--- config.mk ---
export PLATFORM = sky130hd
export DESIGN_NAME = ysyx_22040931_ifu
export DESIGN_NICKNAME = d
export VERILOG_FILES = /design/src/rtl/ysyx_22040931_ifu_pkg.sv /design/src/rtl/ysyx_22040931_ifu.sv
export SDC_FILE = /design/constraint.sdc
export NUM_CORES = 1
export LEC_CHECK = 0
export ABC_AREA = 0
export CAP_MARGIN = 30
export CORE_MARGIN = 5
export CORE_UTILIZATION = 41
export DETAILED_ROUTE_END_ITERATION = 8
export HOLD_SLACK_MARGIN = 0.02
export PLACE_DENSITY = 0.87
export SLEW_MARGIN = 20
export SYNTH_ARGS = -nofsm -noshare
export SYNTH_HDL_FRONTEND = slang
export SYNTH_SLANG_ARGS = --single-unit
--- constraint.sdc ---
create_clock -name i_clk -period 2.1 [get_ports i_clk]
set_input_delay 0.42 -clock i_clk [delete_from_list [all_inputs] [get_ports i_clk]]
set_output_delay 0.42 -clock i_clk [all_outputs]
set_load 0.01 [all_outputs]
--- src/rtl/ysyx_22040931_ifu_pkg.sv ---
// ysyx_22040931_ifu_pkg: shared widths, reset PC, FSM encoding and word select for the fetch unit
package ysyx_22040931_ifu_pkg;

    localparam int          IFU_XLEN     = 64;
    localparam int          IFU_INST_W   = 32;
    localparam logic [63:0] IFU_RESET_PC = 64'h0000_0000_8000_0000;

    typedef enum logic [1:0] {
        IDLE = 2'd0,
        REQ  = 2'd1,
        WAIT = 2'd2,
        HOLD = 2'd3
    } ifu_state_e;

    // Pick the 32-bit instruction out of a returned doubleword using pc[2]
    function automatic logic [IFU_INST_W-1:0] word_sel(input logic [63:0] dword, input logic hi);
        return hi ? dword[63:32] : dword[31:0];
    endfunction

endpackage

--- src/rtl/ysyx_22040931_ifu.sv ---
// ysyx_22040931_ifu: single-outstanding instruction fetch with redirect and in-flight drop
module ysyx_22040931_ifu
    import ysyx_22040931_ifu_pkg::*;
#(
    parameter int              XLEN     = IFU_XLEN,
    parameter logic [XLEN-1:0] RESET_PC = XLEN'(IFU_RESET_PC)
) (
    input  logic                  i_clk,
    input  logic                  i_rst,
    input  logic                  i_redirect_valid,
    input  logic [XLEN-1:0]       i_redirect_pc,
    output logic                  o_imem_req_valid,
    input  logic                  i_imem_req_ready,
    output logic [XLEN-1:0]       o_imem_req_addr,
    input  logic                  i_imem_resp_valid,
    input  logic [XLEN-1:0]       i_imem_resp_data,
    output logic                  o_inst_valid,
    input  logic                  i_inst_ready,
    output logic [IFU_INST_W-1:0] o_inst,
    output logic [XLEN-1:0]       o_inst_pc
);

    ifu_state_e            r_state;
    ifu_state_e            w_state_nx;
    logic [XLEN-1:0]       r_pc;
    logic [XLEN-1:0]       w_pc_nx;
    logic                  r_drop;
    logic                  w_drop_nx;
    logic [IFU_INST_W-1:0] r_inst;
    logic [XLEN-1:0]       r_inst_pc;
    logic                  w_inst_ld;
    logic                  w_req_hs;
    logic [XLEN-1:0]       w_redir_pc;

    assign w_req_hs         = (r_state == REQ) && i_imem_req_ready;
    assign w_redir_pc       = i_redirect_pc & ~XLEN'(3);
    assign o_imem_req_valid = (r_state == REQ);
    assign o_inst_valid     = (r_state == HOLD);
    assign o_imem_req_addr  = {r_pc[XLEN-1:3], 3'b000};
    assign o_inst           = r_inst;
    assign o_inst_pc        = r_inst_pc;

    // Next state, next pc and drop tracking; a redirect overrides the pc in every state
    always_comb begin
        w_state_nx = r_state;
        w_pc_nx    = r_pc;
        w_drop_nx  = r_drop;
        w_inst_ld  = 1'b0;
        case (r_state)
            IDLE: w_state_nx = REQ;
            REQ: begin
                if (w_req_hs) begin
                    w_state_nx = WAIT;
                    w_drop_nx  = i_redirect_valid;
                end
            end
            WAIT: begin
                if (i_imem_resp_valid) begin
                    w_drop_nx  = 1'b0;
                    w_inst_ld  = !r_drop && !i_redirect_valid;
                    w_state_nx = w_inst_ld ? HOLD : REQ;
                end else if (i_redirect_valid) begin
                    w_drop_nx = 1'b1;
                end
            end
            HOLD: begin
                if (i_inst_ready || i_redirect_valid) begin
                    w_state_nx = REQ;
                    w_pc_nx    = r_pc + XLEN'(4);
                end
            end
            default: w_state_nx = IDLE;
        endcase
        if (i_redirect_valid) w_pc_nx = w_redir_pc;
    end

    // State, pc, drop flag and held instruction registers with synchronous active-low reset
    always_ff @(posedge i_clk) begin
        if (!i_rst) begin
            r_state   <= IDLE;
            r_pc      <= RESET_PC;
            r_drop    <= 1'b0;
            r_inst    <= '0;
            r_inst_pc <= RESET_PC;
        end else begin
            r_state <= w_state_nx;
            r_pc    <= w_pc_nx;
            r_drop  <= w_drop_nx;
            if (w_inst_ld) begin
                r_inst    <= word_sel(i_imem_resp_data, r_pc[2]);
                r_inst_pc <= r_pc;
            end
        end
    end

endmodule

# After elaboration in Yosys (flattened, before gate mapping)
# Index checks and enable logic that the tools add are counted.
# word_totals
ff_bits,163
inputBits,134
out_inout_bits,162
# classes
muxes,15
reduce_logical,14
n_addsub,1
eq_ne,7
bitwise,1
# ops
operator,count
$mux 64,3
$add 64x3->64 const B,1
$mux 32,1
$mux 2,4
$pmux 2 s4,1
$reduce_and 3->1,2
$reduce_bool 2->1,3
$mux 1,5
$eq 2x2->1 const B,2
$ne 2x1->1 const B,2
$reduce_and 2->1,2
$ne 3x3->1 const B,1
$eq 2x1->1 const B,1
$logic_and 1x1->1,2
$logic_not 1->1,2
$logic_not 2->1,1
$ne 2x2->1 const B,1
$pmux 1 s2,1
$reduce_or 2->1,1
$logic_or 1x1->1,1
$not 1->1,1

# Logic depth before layout (Yosys ltp)
# Gate-level depths: netlist of the first run.
# depth
ltp_word,5
ltp_mapped,9

# Least setup slack after synthesis of the first run
# Ideal clock, no wire load.
# synth_path
kind,register -> register
start,register r_state[0]
end,register r_pc[56]
t_arrival_ns,2.304
synth_period_minus_slack_ns,2.383
setup_time_ns,0.079
setup_slack_ns,-0.283
t_required_ns,2.021
path_stages_with_launch,8
path_cell_list,dfxtp_1 -> ha_1 -> nand2_1 -> or4_4 -> nor4_4 -> nand3_2 -> mux2_4 -> a211oi_2
# synth_via
elab_chain_cells,3
# synth_rtl
item,line,source
start: declaration,ysyx_22040931_ifu.sv:23,ifu_state_e r_state;
start signal: assignment,ysyx_22040931_ifu.sv:86,r_state <= w_state_nx;
$eq 2x2->1,n/a,
named net o_inst_valid,ysyx_22040931_ifu.sv:17,"output logic o_inst_valid,"
$reduce_bool 2->1 (no line),n/a,
$reduce_and 2->1 (no line),n/a,
end signal: assignment,ysyx_22040931_ifu.sv:87,r_pc <= w_pc_nx;
end: declaration,ysyx_22040931_ifu.sv:25,logic [XLEN-1:0] r_pc;
# The timed path passes the listed nets, and every way through them passes these cells.
# A chain may end at the register's enable or synchronous reset.

# Worst setup path after layout of the first run
# layout_path
start,register r_state[1]
end,register r_pc[44]
# layout_via
elab_chain_cells,3
# layout_rtl
item,line,source
$eq 2x2->1,ysyx_22040931_ifu.sv:49,case (r_state)
$reduce_bool 2->1 (no line),n/a,
$reduce_and 2->1 (no line),n/a,
# Every way passes these cells.

==> results.tsv, run 1 <==
stage	metric	value	unit
run_status	run status	finished with violations	
run_status	failing checks	negative setup slack	
timing	clk_skew	0.00977	ns
floorplanning	Cell Rows	51	
worst_hold_path	Min-Delay Path Depth	2	
synthesis	Synth Register Bits	159	
power_and_ir_drop	Pleak	0.00467	µW
worst_setup_path	slowest CP cell	or4_4	
timing	Worst Tran Pin Value	0.582	ns
floorplanning	CORE AREA	19300	µm²
worst_setup_path	critical path capture point type	register	
worst_setup_path	CP required	2.45	ns
worst_setup_path	sequence of cells on the critical path	ha_4 -> nand2_4 -> or4_4 -> nor4_4 -> buf_4 -> nand3_2 -> xor2_1 -> a21oi_1	
timing	worst rel slew slack	61.2	%
cells_and_area	share of layout cells above drive strength 1	13.8	%
floorplanning	Initial Util	41.2	%
timing	final hold vios	0	
clock_tree	hold_buf cts	0	
clock_tree	CTS sink cnt	159	
grt	initial antenna violation count	3	
worst_hold_path	Hold Crit Endpoint	o_inst_pc[41]	
worst_hold_path	min-delay src	i_rst	
place	HPWL after DPL	19400	µm
worst_setup_path	Reg-to-Reg End	r_pc[44]	
synthesis	synthesized instance count	955	
grt	first-pass GRT wire length	40000	µm
worst_setup_path	flop2flop setup slack	-0.009	ns
synthesis	synth warn	0	
timing	fmax	474	MHz
route	detailed-route wire length	26100	µm
floorplanning	die extent in y	149	µm
route	drt initial violations	525	
worst_setup_path	Buf/Inv on CP	1	
grt	pin count of the biggest net entering global routing	84	
worst_setup_path	Worst Reg-to-Reg Cells	8	
grt	total track usage	22.7	%
grt	vias in the first global route	7532	
cells_and_area	area grow syn2layout	51.5	%
synthesis	register area share after synthesis	40.1	%
clock_tree	clock transition at the registers of the reported paths	0.07	ns
route	ANT nets after route	0	
grt	GR Overflow Total	0	
floorplanning	Ports	296	
cells_and_area	commonest non-fill, non-tap cell in the layout	clkdlybuf4s50_1	
power_and_ir_drop	Power Total	7720	µW
clock_tree	CTS buffer count	17	
timing	Setup Viol. Count Final	1	
route	DR DRC count	0	
synthesis	Netlist cell types	47	
timing	RSZ-0062 raised after global routing	yes	
timing	Slew Viols, Final	0	
clock_tree	Skew-Pair Late Insertion Delay	0.43	ns
place	final RePlAce weighted congestion	0.883	
synthesis	Post-Syn Area per Cell	8.32	µm²
worst_setup_path	Crit Path Category	reg2reg	
place	dpl cells	1472	
place	Buffers on Ports	288	
worst_setup_path	CP max FO	4	
cells_and_area	Non-Filler Instances	1518	
floorplanning	Die Wd	149	µm
route	vias	7729	
worst_setup_path	Worst Path Arrival	2.46	ns
timing	post-route clock period utilization	100	%
run	max-cap violations	0	
clock_tree	CTS tree	built	
power_and_ir_drop	VDD IR-drop max	0.000578	V
worst_setup_path	kind of cell adding the most delay to the critical path	simple AND/OR/NAND/NOR gates	
cells_and_area	nets	1376	
timing	min cycle time layout	2.11	ns
worst_setup_path	worst reg2reg startpoint	r_state[1]	
clock_tree	Max Buffers Root-to-Sink	2	
route	first-pass iteration count of the detailed router	5	
cells_and_area	most frequent cells in the layout	clkdlybuf4s50_1 (284), nand2_1 (198), dfxtp_1 (149)	
power_and_ir_drop	PD cells	641	nW/µm²
floorplanning	die area	22300	µm²
worst_setup_path	crit start category	register	
worst_setup_path	crit-path max cell delay	0.54	ns
clock_tree	H-tree depth	4	
worst_hold_path	Hold/Removal Path Class	in2reg	
worst_setup_path	critical path depth	8	
synthesis	cell area after synthesis	7950	µm²
clock_tree	Root Buffer	clkbuf_16	
route	DR WL/cell	17.2	µm
timing	final worst slack	-0.00893	ns
route	vias per cell	5.09	
==> worst max-delay path by stage <==
| stage | from | to | slack (ns) |
|---|---|---|---|
| after detailed placement | i_inst_ready | r_pc[61] | -0.50 |
| after global routing | r_pc[3] | r_pc[44] | -0.15 |
| after CTS | r_state[0] | r_pc[42] | 0.001 |
| final | r_state[1] | r_pc[44] | -0.009 |
| after floorplan | r_pc[3] | r_pc[56] | 0.008 |
| after global placement | i_inst_ready | r_pc[61] | -0.41 |
==> cell families (layout without fill, tap and decap cells) <==
kind of cell / Yosys count / after routing / synth area share [%]
compound gates: 198 / 198 / 17.0
flops: 159 / 159 / 40.1
fa+ha+maj: 5 / 5 / 0.787
simple gates: 358 / 358 / 21.2
buf+inv: 138 / 429 / 9.68
mux: 37 / 37 / 4.72
xor+xnor: 59 / 59 / 6.50
other cells: 1 / 8 / 0.0472
==> synthesized netlist by cell type (all sizes together) <==
library cell,count,area share [%]
inv,10,0.47
a211oi,1,0.16
nor3b,3,0.28
clkbuf,58,2.8
a21boi,61,5.8
ha,5,0.79
or4,3,0.33
mux2,1,0.19
nand3,32,2.1
nand4b,1,0.11
and4,2,0.24
nand2,200,9.4
o211a,37,4.7
o21ba,1,0.13
nand2b,3,0.24
or2b,1,0.094
or3,3,0.25
nor2b,1,0.079
nor4,12,1.2
mux2i,36,4.5
xor2,21,2.3
conb,1,0.047
and2,21,1.7
a21oi,38,2.4
xnor2,38,4.2
nor4b,1,0.11
o221a,1,0.14
dfxtp,159,40
o21ai,58,3.7
nor3,22,1.4
nand3b,1,0.094
and3,10,0.79
nand4,23,1.9
or2,1,0.079
buf,70,6.4
nor2,18,0.85
a221oi,1,0.11
==> registers in the layout (all words and copies together), names as in the netlist <==
name,cells
r_drop,1
r_pc,62
r_state,2
o_inst,32
o_inst_pc,62
==> through the flow <==
stage | area, µm² | util, % | setup WS, ns | hold slack [ns] | TNS, ns
floorplan | 7980 | - | 0.00791 | 0.467 | 0
global placement | 11200 | 58.1 | -0.406 | 0.448 | -7.87
detailed placement | 11200 | 58.1 | -0.496 | 0.455 | -9.53
CTS | 11900 | 61.8 | 0.00109 | 0.393 | 0
global route | 12000 | 62.5 | -0.148 | 0.412 | -1.47
finish | 12000 | 62.5 | -0.00893 | 0.409 | -0.00893
==> per-layer routing <==
metal	global-route usage [%]	vias to the layer above	wire length (µm)
met2	37.9	314	12600
met3	6.84	49	2240
met4	9.43	0	720
met1	27.2	3599	10500
met5	0	-	0
li1	-	3767	-
==> power breakdown <==
part           switching [µW]  leakage (µW)  total, µW  internal [µW]
sequential               92.7       0.00130       3210           3120
combinational             465       0.00306       1100            634
clock                    1300      0.000312       3410           2110
total                    1860       0.00467       7720           5860
==> layout make-up <==
type                            count  area [µm²]
Inverter                           10        37.5
Clock inverter                     10         171
Fill cell                        1554        7230
Sequential cell                   159        3200
Clock buffer                       22         474
Antenna cell                        3        7.51
Timing Repair Buffer              387        3690
Multi-Input combinational cell    662        4130
Tap cell                          265         332
==> what timing repair did <==
item | 4_1_cts | 5_1_grt
pin swaps | 7 | 23
setup endpoints to repair | 14 | 26
setup buffers | 6 | 5
resized for setup | 11 | 19
endpoints found under the hold margin | 0 | 0
gates cloned | 0 | 0
Note: power is estimated with default switching activity, not from simulation.
==> run 2: changes to the inputs <==
--- a/config.mk
+++ b/config.mk
@@ -7,12 +7,13 @@
 export LEC_CHECK = 0
 export ABC_AREA = 0
 export CAP_MARGIN = 30
+export CORE_ASPECT_RATIO = 1.2
 export CORE_MARGIN = 5
 export CORE_UTILIZATION = 41
 export DETAILED_ROUTE_END_ITERATION = 8
 export HOLD_SLACK_MARGIN = 0.02
 export PLACE_DENSITY = 0.87
-export SLEW_MARGIN = 20
+export SKIP_CTS_REPAIR_TIMING = 1
 export SYNTH_ARGS = -nofsm -noshare
 export SYNTH_HDL_FRONTEND = slang
 export SYNTH_SLANG_ARGS = --single-unit
==> results.tsv, run 2 (synthesis gave the netlist of run 1 again) <==
stage	metric	value	unit	change
floorplanning	Ports	296		unchanged
worst_setup_path	crit-path max cell delay	0.55	ns	about the same
clock_tree	H-tree depth	4		unchanged
worst_hold_path	Min-Delay Path Depth	2		unchanged
place	Buffers on Ports	288		unchanged
timing	clk_skew	0.0116	ns	+0.00187 ns
worst_setup_path	CP required	2.45	ns	about the same
power_and_ir_drop	internal power	5510	µW	-6.0%
power_and_ir_drop	Clock power frac	40.9	%	-3.3 points
grt	vias in the first global route	7802		+3.6%
cells_and_area	commonest non-fill, non-tap cell in the layout	clkdlybuf4s50_1		
place	final RePlAce weighted congestion	0.937		+6.1%
grt	first-pass GRT wire length	40300	µm	+0.90%
clock_tree	Skew-Pair Late Insertion Delay	0.42	ns	about the same
run_status	run status	finished with violations		
timing	worst rel slew slack	61.3	%	about the same
route	vias per cell	5.19		+1.9%
clock_tree	CTS tree	built		
clock_tree	Root Buffer	clkbuf_16		
clock_tree	Max Buffers Root-to-Sink	2		unchanged
route	DR WL/cell	17.6	µm	+2.6%
route	ANT nets after route	0		unchanged
timing	final hold vios	0		unchanged
route	detailed-route wire length	26500	µm	+1.5%
cells_and_area	nets	1373		-0.22%
floorplanning	CORE AREA	19000	µm²	-1.4%
timing	RSZ-0062 raised after global routing	yes		
cells_and_area	register area	3200	µm²	about the same
worst_setup_path	kind of cell adding the most delay to the critical path	simple AND/OR/NAND/NOR gates		
timing	fmax	474	MHz	about the same
floorplanning	die extent in y	163	µm	+8.9%
floorplanning	Cell Rows	55		+7.8%
timing	Setup Viol. Count Final	2		+1
run_status	failing checks	negative setup slack		
clock_tree	CTS buffer count	17		unchanged
cells_and_area	Diodes inserted	0		-3
power_and_ir_drop	sequential power share	43.8	%	+2.2 points
cells_and_area	share of layout cells above drive strength 1	13.9	%	+0.044 points
timing	Worst Tran Pin Value	0.581	ns	-0.000874 ns
worst_hold_path	Hold/Removal Path Class	in2reg		
worst_setup_path	critical path capture point type	register		
route	first-pass iteration count of the detailed router	4		-1
timing	min cycle time layout	2.11	ns	-0.000693 ns
worst_setup_path	Worst Path Arrival	2.45	ns	about the same
worst_setup_path	Crit Path Category	reg2reg		
power_and_ir_drop	VDD IR-drop max	0.000536	V	-7.3%
worst_setup_path	Worst Reg-to-Reg Cells	7		-1
timing	post-route clock period utilization	100	%	about the same
route	DR DRC count	0		unchanged
power_and_ir_drop	logic gate share of total power	15.3	%	+1.1 points
timing	Slew Viols, Final	0		unchanged
cells_and_area	fill count	1562		+0.51%
cells_and_area	most frequent cells in the layout	clkdlybuf4s50_1 (285), nand2_1 (198), dfxtp_1 (151)		
grt	initial antenna violation count	3		unchanged
route	vias	7790		+0.79%
place	pre-CTS WS	-0.445	ns	+0.0518 ns
grt	GR Overflow Total	0		unchanged
cells_and_area	area grow syn2layout	50.3	%	
power_and_ir_drop	P_sw	1820	µW	-2.4%
power_and_ir_drop	PD cells	613	nW/µm²	-4.3%
run	max-cap violations	0		unchanged
clock_tree	clock transition at the registers of the reported paths	0.07	ns	about the same
floorplanning	Die Wd	137	µm	-8.1%
place	HPWL after DPL	20100	µm	+3.6%
timing	setup TNS	-0.0163	ns	-0.00742 ns
worst_setup_path	sequence of cells on the critical path	ha_4 -> nand2_4 -> or4_4 -> nor4_4 -> nand3_2 -> mux2_4 -> a211oi_2		
cells_and_area	multi-input logic area	4160	µm²	+0.51%
power_and_ir_drop	Pleak	0.00463	µW	-0.82%
clock_tree	CTS sink cnt	159		unchanged
floorplanning	Initial Util	41.8	%	+0.60 points
worst_setup_path	slowest CP cell	or4_4		
worst_setup_path	crit start category	register		
worst_setup_path	CP max FO	5		+1
worst_setup_path	critical path depth	7		-1
grt	pin count of the biggest net entering global routing	61		-27%
route	drt initial violations	402		-23%
worst_setup_path	Buf/Inv on CP	0		-1
timing	final worst slack	-0.00823	ns	+0.000693 ns
power_and_ir_drop	Net Sw Frac	24.8	%	+0.69 points
grt	total track usage	22.8	%	+0.14 points
floorplanning	die area	22300	µm²	about the same
run 2: cell types whose count changed in the layout (fill, tap and decap cells not counted), moves of 3 or more:
cell / before / now
buf_4: 95 / 92
bufinv_16: 4 / 1
clkinv_2: 0 / 3
clkinvlp_4: 1 / 4
diode_2: 3 / 0
inv_6: 4 / 1
run 2: final timing paths:
kind / start / to / slack [ns]
max: r_state[0] / r_pc[56] / -0.008
min reg2reg: o_inst_pc[53] / o_inst_pc[53] / 0.46
max reg2reg: r_state[0] / r_pc[56] / -0.008
min: i_rst / r_pc[31] / 0.40
run 2: cell type report:
cell class	count	area share [%]
clock inverter	9	0.702
sequential	159	26.8
inverter	10	0.314
multi-input combinational	662	34.8
tap	256	2.68
clock buffer	22	4.05
timing repair buffer	384	30.7
run 2: routing by layer:
layer  vias up  track usage (%)  wire, µm
li1       3751                -         -
met5         -                0        41
met4         6             6.44       735
met2       289             41.5     13500
met3        61             6.98      2040
met1      3683             25.4     10100
run 2: power groups by stage:
| stage | Clock [µW] | Combinational (µW) | Sequential, µW |
|---|---|---|---|
| floorplan | 0 | 505 | 3300 |
| global placement | 0 | 1090 | 3260 |
| detailed placement | 0 | 1110 | 3270 |
| CTS | 3040 | 1120 | 3200 |
| global route | 3170 | 1210 | 3220 |
| finish | 3000 | 1120 | 3210 |
run 2: per-stage QoR:
step                      hold WS [ns]  utilization (%)  instance area [µm²]  cells  total power [µW]
final                            0.403             62.9                11900   1502              7330
after global routing             0.429             62.9                11900   1502              7600
after CTS                        0.386             62.1                11800   1501              7370
after detailed placement         0.456             59.1                11200   1470              4380
after global placement           0.449             59.1                11200   1470              4360
after floorplan                  0.467                -                 7980    959              3800
run 2: worst register-to-register path, stage by stage, from the launching register on:
cell and delay (ns):
dfxtp_4 0.38, ha_4 0.16, nand2_4 0.07, or4_4 0.55, nor4_4 0.30, nand3_2 0.13
mux2_4 0.31, a211oi_2 0.14
==> edit 1, RTL diff (settings of run 2) <==
Make the reset (`i_rst`) asynchronous in one clocked block. Comments in the files are not updated.
--- a/src/rtl/ysyx_22040931_ifu.sv
+++ b/src/rtl/ysyx_22040931_ifu.sv
@@ -77,3 +77,3 @@
     // State, pc, drop flag and held instruction registers with synchronous active-low reset
-    always_ff @(posedge i_clk) begin
+    always_ff @(posedge i_clk or negedge i_rst) begin
         if (!i_rst) begin
Function: differs if i_rst is asserted again (counterexample within 4 cycles, from zero or initial values and one cycle with i_rst low); with i_rst held inactive, the same outputs for 4 cycles.
==> edit 1 against run 2 <==
  * Area after synthesis increased by 5.6%
  * Cell count decreased by 6.2%
  * Critical endpoint is now r_pc[41]
  * Sequential cell count unchanged
  * The run still ends with negative setup slack left
  * Final area increased by 4.6%
  * Largest cell class is now registers
  * Routed wire length increased by 2.3%
  * Setup slack got worse by 0.029 ns
Power is not compared: it rests on default switching activity, and its combinational part moved more than twofold at a synthesized area within 25%.
==> edit 1: results (changes against run 2) <==
status=complete, but fails checks (unchanged); failing checks=negative setup slack (unchanged); Async SR Flop Fraction=100% (was 0%); All-Layer GR Usage=22.3% (was 22.8%); final setup violation count=1 (was 2); mux contribution to synthesized area=12.3% (was 4.72%); final setup TNS=-0.0368 ns (was -0.0163 ns); 1st-pass router iterations=8 (was 4); ys flop type=dfrtp_1 (was dfxtp_1); Synth area leaders=dfrtp_1 47%, mux2_2 8.3%, buf_4 5.9% (was dfxtp_1 40%, nand2_1 9.4%, buf_4 6.2%); HPWL after detailed placement=20.8 mm (was 20.1 mm); initial antenna violation count=2 (was 3); Routed WL=27.1 mm (was 26.5 mm); post-synth top area share=46.8% (was 40.1%); register area share after synthesis=47.5% (was 40.1%); Place WS=-0.275 ns (was -0.445 ns); largest net degree at the start of global routing=76 (was 61); Final WS setup=-0.0368 ns (was -0.00823 ns); crit path max fanout=7 (was 5); post-synthesis xor/xnor area fraction=4.59% (was 6.50%); Hold Path Class=register to register (was input pin to register); Nets=1,268 (was 1,373); CP startpoint=r_pc[35] (was r_state[0]); first-pass GRT wire length=41.8 mm (was 40.3 mm); Worst Tran Pin Value=0.589 ns (was 0.581 ns); Netlist cell types=52 (was 47); slowest cell delay on critical path=0.53 ns (was 0.55 ns); DR vias=7,606 (was 7,790); slowest stage cell on the critical path=or3_1 (was or4_4); area fraction in compound gates after synthesis=7.58% (was 17.0%); Synth top cells by count=157 x dfrtp_1, 69 x nand2_1, 66 x buf_4, 62 x mux2_2, 54 x nor2_1 (was 200 x nand2_1, 159 x dfxtp_1, 66 x buf_4, 61 x a21boi_0, 58 x o21ai_0); adder-cell share of the synthesized area=0.746% (was 0.787%)
-- edit 1: report_power, final --
group	switching, mW	internal, mW	total [mW]
Clock	1.32	1.64	2.96
Sequential	0.610	4.08	4.69
Combinational	2.02	2.91	4.93
-- edit 1: final cells by class --
cell class                      count  area (sq um)
Multi-Input combinational cell    546          3830
Clock inverter                     15           136
Fill cell                        1596          7680
Tap cell                          265           332
Timing Repair Buffer              394          3750
Sequential cell                   159          3980
Inverter                           11          41.3
Clock buffer                       17           425
Antenna cell                        2          5.00
-- edit 1: worst register-to-register path: cells and delay by family (launching register included) --
kind / cells / cell delay [ns]
xor gates and xnor gates: 1 / 0.18
AOI/OAI and AO/OA: 1 / 0.08
and+or+nand+nor: 3 / 1.29
DFF: 1 / 0.44
-- edit 1: kinds of logic (layout without fill, tap and decap cells) --
group,Yosys count,in the layout
compound gates,113,113
xor+xnor,44,44
fa+ha+maj,5,5
buf+inv,116,437
flops,159,159
mux,95,95
other cells,1,7
simple gates,284,284
-- edit 1: per-layer routing --
layer	track usage, %	vias up	wire (microns)	share of wire [%]
li1	-	3487	-	-
met1	26.7	3708	10400	38
met2	38.8	359	13800	51
met3	5.76	52	2100	7.7
met4	7.21	0	749	2.8
met5	0	-	0	0
-- edit 1: metrics by stage --
stage,cell area (sq um),util (%),cells
after floorplan,8400,-,821
after global placement,11800,58.4,1369
after detailed placement,11800,58.4,1369
after CTS,12300,61.2,1401
after global routing,12500,61.9,1409
final,12500,61.9,1409
-- edit 1: path summary, 6_finish.rpt --
check | end | slack [ns] | cells past startpoint
worst max-delay path | r_pc[41] | -0.04 | 5
worst min-delay path | o_inst_pc[61] | 0.50 | 1
worst max register to register | r_pc[41] | -0.04 | 5
worst min register to register | o_inst_pc[61] | 0.50 | 1
max in group asynchronous | o_inst[12] | 0.95 | 3
min in group asynchronous | o_inst_pc[35] | 0.51 | 2
==> edit 2, RTL diff (config.mk and constraints of run 2) <==
Made on the original files. Re-encode `ifu_state_e` (4 states) as Gray code, 2 bits wide.
--- a/src/rtl/ysyx_22040931_ifu_pkg.sv
+++ b/src/rtl/ysyx_22040931_ifu_pkg.sv
@@ -8,6 +8,6 @@
     typedef enum logic [1:0] {
-        IDLE = 2'd0,
-        REQ  = 2'd1,
-        WAIT = 2'd2,
-        HOLD = 2'd3
+        IDLE = 2'b00,
+        REQ  = 2'b01,
+        WAIT = 2'b11,
+        HOLD = 2'b10
     } ifu_state_e;
Check against the original RTL: no difference found for any inputs over 4 cycles, from zero or initial values and one cycle with i_rst low; so few cycles prove little.
==> edit 2 against run 2 <==
  * The run still ends with negative setup slack left
  * Routed wire length grew 0.78%
  * Final area shrank 0.25%
  * Critical path depth shrank 2
  * Critical path type unchanged
  * First-iteration DRC count grew 88%
  * Setup slack lost 0.0031 ns
  * Clock power grew 13%
  * Clock skew shrank 0.0011 ns
  * Power grew 5.6%
  * Area after synthesis shrank 2.9%
  * Sequential cell count is the same
  * Die area shrank 2.7%
==> edit 2: results (changes against run 2) <==
status=complete, but fails checks (unchanged); failing checks=negative setup slack (unchanged); RR Endpoint=r_pc[35] (was r_pc[56]); Place WS=-0.439 ns (was -0.445 ns); met3 GRT Util=6.48% (was 6.98%); initial antenna violation count=1 (was 3); GR Layer Usage met1=26.6% (was 25.4%); post-synthesis xor/xnor area fraction=2.95% (was 6.50%); wire length on met2=13.5 mm (about the same); 1st-pass router iterations=5 (was 4); Max Used Layer=met4 (was met5); adder-cell share of the synthesized area=0.162% (was 0.787%); Synth area leaders=dfxtp_1 41%, nand2_1 7.8%, buf_4 6.4% (was dfxtp_1 40%, nand2_1 9.4%, buf_4 6.2%); post-route clock skew=0.0105 ns (was 0.0116 ns); post-synthesis cell count=963 (was 955); GR Layer Usage met2=40.0% (was 41.5%); Slew headroom=61.6% (was 61.3%); fill count=1,566 (was 1,562); Routed WL=26.7 mm (was 26.5 mm); PD cells=649 nW/um^2 (was 613 nW/um^2); Pleak=4.12 nW (was 4.63 nW); mux contribution to synthesized area=4.41% (was 4.72%); Final WS setup=-0.0114 ns (was -0.00823 ns); worst r2r src=r_pc[18] (was r_state[0]); Iter 0 DRT Violations=754 (was 402); peak supply drop=0.495 mV (was 0.536 mV); All-Layer GR Usage=23.3% (was 22.8%); WHS=0.452 ns (was 0.403 ns); DRT met1 WL=9.89 mm (was 10.1 mm); crit path max fanout=7 (was 5); Finished Layout Cells=1,523 (was 1,502); first-pass GRT wire length=41.1 mm (was 40.3 mm); register area share after synthesis=41.2% (was 40.1%); area fraction in compound gates after synthesis=18.3% (was 17.0%); largest net degree at the start of global routing=63 (was 61); Synth top cells by count=160 x nand2_1, 159 x dfxtp_1, 81 x a21oi_1, 66 x buf_4 (was 200 x nand2_1, 159 x dfxtp_1, 66 x buf_4, 61 x a21boi_0, 58 x o21ai_0); r2r worst-path depth=5 (was 7); layout cell share with drive strength beyond 1=15.5% (was 13.9%); vias in the first global route=8,096 (was 7,802); gpl congestion=0.915 (was 0.937); period utilization=101% (was 100%); DR vias=8,322 (was 7,790); final setup TNS=-0.0114 ns (was -0.0163 ns); HPWL after detailed placement=19.4 mm (was 20.1 mm); final setup violation count=1 (was 2); Netlist cell types=48 (was 47); Comb power frac=14.7% (was 15.3%); WP data arrival=2.43 ns (was 2.45 ns); Power Sequential=3.22 mW (was 3.21 mW); min-delay src=o_inst_pc[61] (was i_rst); routed wl met3=2.21 mm (was 2.04 mm); Hold Crit Endpoint=o_inst_pc[61] (was r_pc[31]); Nets=1,388 (was 1,373); area post-placement=11,000 sq um (was 11,200 sq um); Sw Ratio=24.8% (about the same); Hold Path Class=register to register (was input pin to register)
-- edit 2: changes by cell type in the layout (fill, tap and decap cells not counted), moves of 13 or more --
cell / before / now
nor2_1: 18 / 57
or4_1: 0 / 16
a211oi_1: 0 / 42
or3_1: 2 / 15
nand2_1: 198 / 158
xnor2_1: 36 / 19
xor2_1: 21 / 7
a21oi_1: 38 / 81
o211a_1: 37 / 2
a31oi_1: 0 / 26
a21boi_0: 61 / 0
and2_1: 20 / 2
o31ai_1: 0 / 17
-- edit 2: area by class of cell --
cell class	count	area, sq um	share of cell area, %
Inverter	14	55.1	0.462
Multi-Input combinational cell	661	3870	32.5
Timing Repair Buffer	400	3810	32.0
Antenna cell	1	2.50	0.0210
Tap cell	256	320	2.69
Clock inverter	12	184	1.54
Clock buffer	20	457	3.83
Sequential cell	159	3220	27.0
-- edit 2: tightest hold or removal path, stage by stage, from the launching register on --
cell	delay [ns]
dfxtp_1	0.31
nand2_1	0.05
a21oi_1	0.05
